File: config.mk
export PLATFORM = sky130hd
export DESIGN_NAME = approx_div
export DESIGN_NICKNAME = d
export VERILOG_FILES = /design/src/rtl/approx_arith_pkg.sv /design/src/rtl/approx_div_step.sv /design/src/rtl/approx_div.sv
export SDC_FILE = /design/constraint.sdc
export NUM_CORES = 1
export LEC_CHECK = 0
export CAP_MARGIN = 10
export CORE_ASPECT_RATIO = 1.1
export CORE_MARGIN = 1.5
export CORE_UTILIZATION = 55
export DETAILED_ROUTE_END_ITERATION = 8
export HOLD_SLACK_MARGIN = 0.03
export PLACE_DENSITY = 0.91
export SETUP_SLACK_MARGIN = 0.02
export SLEW_MARGIN = 0
export SYNTH_ARGS = -nofsm -noshare
export SYNTH_HDL_FRONTEND = slang
export SYNTH_HIERARCHICAL = 1
export SYNTH_SLANG_ARGS = --single-unit
File: constraint.sdc
create_clock -name clk -period 2.6 [get_ports clk]
set_input_delay 0.39 -clock clk [delete_from_list [all_inputs] [get_ports clk]]
set_output_delay 0.39 -clock clk [all_outputs]
set_load 0.03 [all_outputs]
File: src/rtl/approx_arith_pkg.sv
// Shared types and constants for the approximate arithmetic datapath.
// Holds the divider FSM state encoding, default widths and divide-by-zero constants.
package approx_arith_pkg;

    typedef enum logic [1:0] {
        IDLE,
        CALC,
        DONE
    } state_t;

    localparam int DW_DEF = 8;
    localparam int QW_DEF = 16;
    localparam int CNT_W  = $clog2(2*DW_DEF+1);

    localparam logic [QW_DEF-1:0] QZERO_VAL = '1;

endpackage

File: src/rtl/approx_div_step.sv
// One combinational restoring-division iteration: shift in the next dividend
// bit, compare with the divisor, and subtract when it fits.
module div_step #(
    parameter int DW = 8
) (
    input  logic [DW-1:0] pr_i,
    input  logic          bit_i,
    input  logic [DW-1:0] dvs_i,
    output logic [DW-1:0] pr_o,
    output logic          q_o
);

    logic [DW:0] wide;

    assign wide = {pr_i, bit_i};

    // The true difference is always below the divisor, so DW bits hold it exactly.
    always_comb begin
        q_o  = 1'b0;
        pr_o = wide[DW-1:0];
        if (wide >= {1'b0, dvs_i}) begin
            q_o  = 1'b1;
            pr_o = wide[DW-1:0] - dvs_i;
        end
    end

endmodule

File: src/rtl/approx_div.sv
// Sequential restoring divider, one quotient bit per clock, valid/ready on both sides.
// Define APPROX_DIV_EN to skip the low APPROX_K quotient bits (midpoint fill, remainder 0).
module approx_div
    import approx_arith_pkg::*;
#(
    parameter int DW       = DW_DEF,
    parameter int APPROX_K = 4
) (
    input  logic            clk,
    input  logic            rst_n,
    input  logic            in_valid,
    output logic            in_ready,
    input  logic [2*DW-1:0] dividend,
    input  logic [DW-1:0]   divisor,
    output logic            out_valid,
    input  logic            out_ready,
    output logic [2*DW-1:0] quotient,
    output logic [DW-1:0]   remainder,
    output logic            div_zero
);

    localparam int QW = 2*DW;
    localparam int CW = (DW == DW_DEF) ? CNT_W : $clog2(QW+1);
    localparam logic [QW-1:0] QZERO = (QW == QW_DEF) ? QW'(QZERO_VAL) : '1;

`ifdef APPROX_DIV_EN
    localparam int STEPS = QW - APPROX_K;
    localparam logic [QW-1:0] MID = QW'(1) << (APPROX_K - 1);
`else
    localparam int STEPS = QW;
`endif

    if (APPROX_K < 1 || APPROX_K > QW-1) begin : g_k_range
        $error("approx_div: APPROX_K out of range 1..2*DW-1");
    end

    state_t          state_q;
    logic [CW-1:0]   cnt_q;
    logic [DW-1:0]   pr_q;
    logic [QW-1:0]   dvd_q;
    logic [DW-1:0]   dvs_q;
    logic [QW-2:0]   qw_q;
    logic [QW-1:0]   quot_q;
    logic [DW-1:0]   rem_q;
    logic            dz_q;
    logic            ov_q;
    logic            ir_q;

    logic [DW-1:0]   pr_d;
    logic            qbit_d;
    logic [QW-1:0]   q_full_d;
    logic [QW-1:0]   q_fin_d;
    logic [DW-1:0]   rem_fin_d;

    div_step #(.DW(DW)) u_step (
        .pr_i  (pr_q),
        .bit_i (dvd_q[QW-1]),
        .dvs_i (dvs_q),
        .pr_o  (pr_d),
        .q_o   (qbit_d)
    );

    assign q_full_d = {qw_q, qbit_d};

    always_comb begin
`ifdef APPROX_DIV_EN
        q_fin_d   = (q_full_d << APPROX_K) | MID;
        rem_fin_d = '0;
`else
        q_fin_d   = q_full_d;
        rem_fin_d = pr_d;
`endif
    end

    always_ff @(posedge clk or negedge rst_n) begin
        if (!rst_n) begin
            state_q <= IDLE;
            cnt_q   <= '0;
            pr_q    <= '0;
            dvd_q   <= '0;
            dvs_q   <= '0;
            qw_q    <= '0;
            quot_q  <= '0;
            rem_q   <= '0;
            dz_q    <= 1'b0;
            ov_q    <= 1'b0;
            ir_q    <= 1'b1;
        end else begin
            case (state_q)
                IDLE: begin
                    if (in_valid && ir_q) begin
                        dvd_q <= dividend;
                        dvs_q <= divisor;
                        ir_q  <= 1'b0;
                        if (divisor == '0) begin
                            state_q <= DONE;
                            quot_q  <= QZERO;
                            rem_q   <= dividend[DW-1:0];
                            dz_q    <= 1'b1;
                            ov_q    <= 1'b1;
                        end else begin
                            state_q <= CALC;
                            cnt_q   <= '0;
                            pr_q    <= '0;
                            qw_q    <= '0;
                        end
                    end
                end
                CALC: begin
                    pr_q  <= pr_d;
                    qw_q  <= q_full_d[QW-2:0];
                    dvd_q <= {dvd_q[QW-2:0], 1'b0};
                    cnt_q <= cnt_q + 1'b1;
                    if (cnt_q == CW'(STEPS-1)) begin
                        state_q <= DONE;
                        quot_q  <= q_fin_d;
                        rem_q   <= rem_fin_d;
                        dz_q    <= 1'b0;
                        ov_q    <= 1'b1;
                    end
                end
                DONE: begin
                    if (out_ready) begin
                        state_q <= IDLE;
                        ov_q    <= 1'b0;
                        ir_q    <= 1'b1;
                    end
                end
                default: begin
                    state_q <= IDLE;
                    ov_q    <= 1'b0;
                    ir_q    <= 1'b1;
                end
            endcase
        end
    end

    assign in_ready  = ir_q;
    assign out_valid = ov_q;
    assign quotient  = quot_q;
    assign remainder = rem_q;
    assign div_zero  = dz_q;

endmodule

==> out/metrics.cfg <==
[cells_and_area]
seq_area_um2 = 2030
final_layout_size_suffix_gt1_share_pct = 12.6
fin_cells = 514
syn_to_final_growth_pct = 21.4
num_antenna_cells = 0
n_fill_cell = 493
multi_input_area_um2 = 1780
fin_nets = 463

[setup_path]
crit_type = reg -> reg
r2r_setup_slack_ns = 0.08
setup.worst_path.end_class = flip-flop
worstPathArrival_ns = 2.75
startpoint_type = flip-flop
required_ns = 2.83
crit_fanout = 3

[placement]
routabilityCongestion = 0.862
dpl.cell_count = 498
portBuffers = 54
hpwl_um = 6370

[sta]
max_freq_mhz = 397
finalSetupViolCount = 0
rsz0062_at_grt = no
slew_viol_final = 0
relSlewSlack_pct = 34.7
fin_skew_ns = 0.00820
tightest_slew_ns = 0.980
finalHoldViolCount = 0
fin_crit_ns = 2.52
fin_crit_sh_pct = 96.9
setup_tns_ns = 0

[clock_tree]
clk_pin_slew_worst_paths_ns = 0.09
clock_latency_ns = 0.35
cts_buffers = 9
cts_tree = yes
clockRootBuffer = clkbuf_8
numClockSinks = 81
cts_buffer_depth = 2
htreeDepth = 3
cts_hold_buf = 0

[yosys]
syn_avg_cell_area_um2 = 10.7
yosys_warnings = 6
synth_enable_flop_cells = 0
synth_area_um2 = 3970
synth_top_area_share_pct = 50.4
ys_types = 48
ys_seq_area_share_pct = 51.1
syn-num-nets = 409
synth_cells = 370
yosys_register_bits = 81
yosysTopAreaCell = dfrtp_1
synth_common_cells = dfrtp_1 (80), nor2_1 (46), a21oi_1 (41)
synth_flop_cell = dfrtp_1
ys_async_sr_fraction_pct = 100
synth_most_common_cell = dfrtp_1
synth.area.top_cells = dfrtp_1 (50%), a22o_1 (5.7%), a21oi_1 (5.2%)

[power]
p_per_area_nw_per_um2 = 1400
p_leak_nw = 2.14
p_total_w = 0.00675
peakVddDrop_uv = 835

[die]
row_count = 32
initial_core_util_pct = 56.7
num_io_pins = 55
die_area_um2 = 7740
die_h_um = 92.1
die_width_um = 84.0
core_um2 = 7010

[global_route]
grt_max_degree = 82
grt_pass1_vias = 3168
grt_pass1_wl_um = 15500
grt_use_total_pct = 25.7
antenna_found_initial = 0
grt_overflow = 0

[route]
routed_via_density = 6.24
first_pass_iters = 4
routedWlPerCell_um = 18.1
drt_iter0_markers = 256
drc = 0
vias = 3208
drt_wl_total_um = 9330
ant_nets = 0

[run]
drv_cap = 0

[status]
status = finished, final reports clean

[hold_path]
holdCritPathClass = in -> async

==> worst paths after layout <==
check                                           start                       end  depth (start not counted)
worst min-delay path                            rst_n   quotient[7]$_DFFE_PN0P_                          1
worst max register to register  dvd_q[15]$_DFFE_PN0P_  remainder[6]$_DFFE_PN0P_                         10
worst min register to register   dvs_q[7]$_DFFE_PN0P_      dvs_q[7]$_DFFE_PN0P_                          1
worst max-delay path            dvd_q[15]$_DFFE_PN0P_  remainder[6]$_DFFE_PN0P_                         10
max in group asynchronous                       rst_n   quotient[4]$_DFFE_PN0P_                          1
min in group clk                 dvs_q[7]$_DFFE_PN0P_      dvs_q[7]$_DFFE_PN0P_                          1
==> final cells by class <==
class / instances / share of cell area (%)
multi-input cells: 248 / 36.8
clock inverters: 6 / 1.53
well taps: 85 / 2.21
repair buffers: 67 / 13.2
flip-flops and latches: 81 / 42.1
inverters: 17 / 1.32
clock buffers: 10 / 2.85
==> worst max-delay path, cell delays in order, from the launching register on <==
cell     delay (ns)
dfrtp_1        0.37
inv_1          0.07
ha_1           0.24
fa_1           0.43
nor2b_2        0.17
o31a_1         0.20
nor4_1         0.07
a311o_1        0.32
mux2_2         0.28
mux2i_1        0.14
a22oi_1        0.10
==> cell families after synthesis <==
kind of cell / after synthesis / share of synthesized area [%]
multiplexers: 31 / 8.23
XOR/XNOR: 4 / 0.883
AO/OA/AOI/OAI: 123 / 22.1
AND/OR/NAND/NOR: 79 / 9.61
adder cells (fa/ha/maj): 11 / 3.66
flip-flops: 81 / 51.1
buffers and inverters: 41 / 4.44
==> per-stage QoR <==
stage	utilization (%)	worst slack (ns)	hold slack [ns]	cell area [um2]
floorplan	-	0.351	0.0944	3970
global placement	65.8	0.275	0.481	4610
detailed placement	65.8	0.115	0.482	4610
CTS	68.8	0.0951	0.229	4820
global route	68.8	0.0295	0.278	4820
finish	68.8	0.0805	0.179	4820
==> metal layers <==
layer	vias up	share of wire (%)	wire (um)	track usage (%)
li1	1460	-	-	-
met1	1599	42	3900	33.8
met2	126	50	4700	41.3
met3	23	5.2	482	4.23
met4	0	2.6	240	13.0
met5	-	0	0	0
==> registers in the layout, indices dropped and copies added, names as in the netlist <==
signal / cells
out_valid: 1
pr_q: 8
dvd_q: 16
remainder: 8
qw_q: 15
cnt_q: 5
state_q: 2
div_zero: 1
dvs_q: 8
quotient: 16
in_ready: 1
==> timing repair <==
action,CTS,global route
endpoints found under the hold margin,0,0
setup buffers,0,0
resized for setup,0,1
setup endpoints to repair,0,1
==> where the power goes <==
group	switching [W]	total, W	internal [W]
logic	0.00192	0.00355	0.00164
registers	0.000431	0.00223	0.00180
clock network	0.000484	0.000966	0.000482
total	0.00283	0.00675	0.00392
==> cells in the final DEF (no fill, tap or decap), types with 3 or more instances in the layout <==
cell             netlist  layout
a21oi_1               41      41
nand3_1                5       5
buf_4                  0      14
a22o_1                26      26
clkdlybuf4s50_1        0      53
mux2i_1               18      18
mux2_2                13      13
o21ai_0               13      13
a21o_1                 4       4
nor3_1                 3       3
ha_1                  10      10
nor4_1                 3       3
inv_1                 17      17
a22oi_1               22      22
dfrtp_1               80      80
nand2_1                6       6
clkinv_4               0       3
xnor2_1                3       3
clkbuf_8               0      10
nor2_1                46      46
Power figures use the tool's default switching activity.
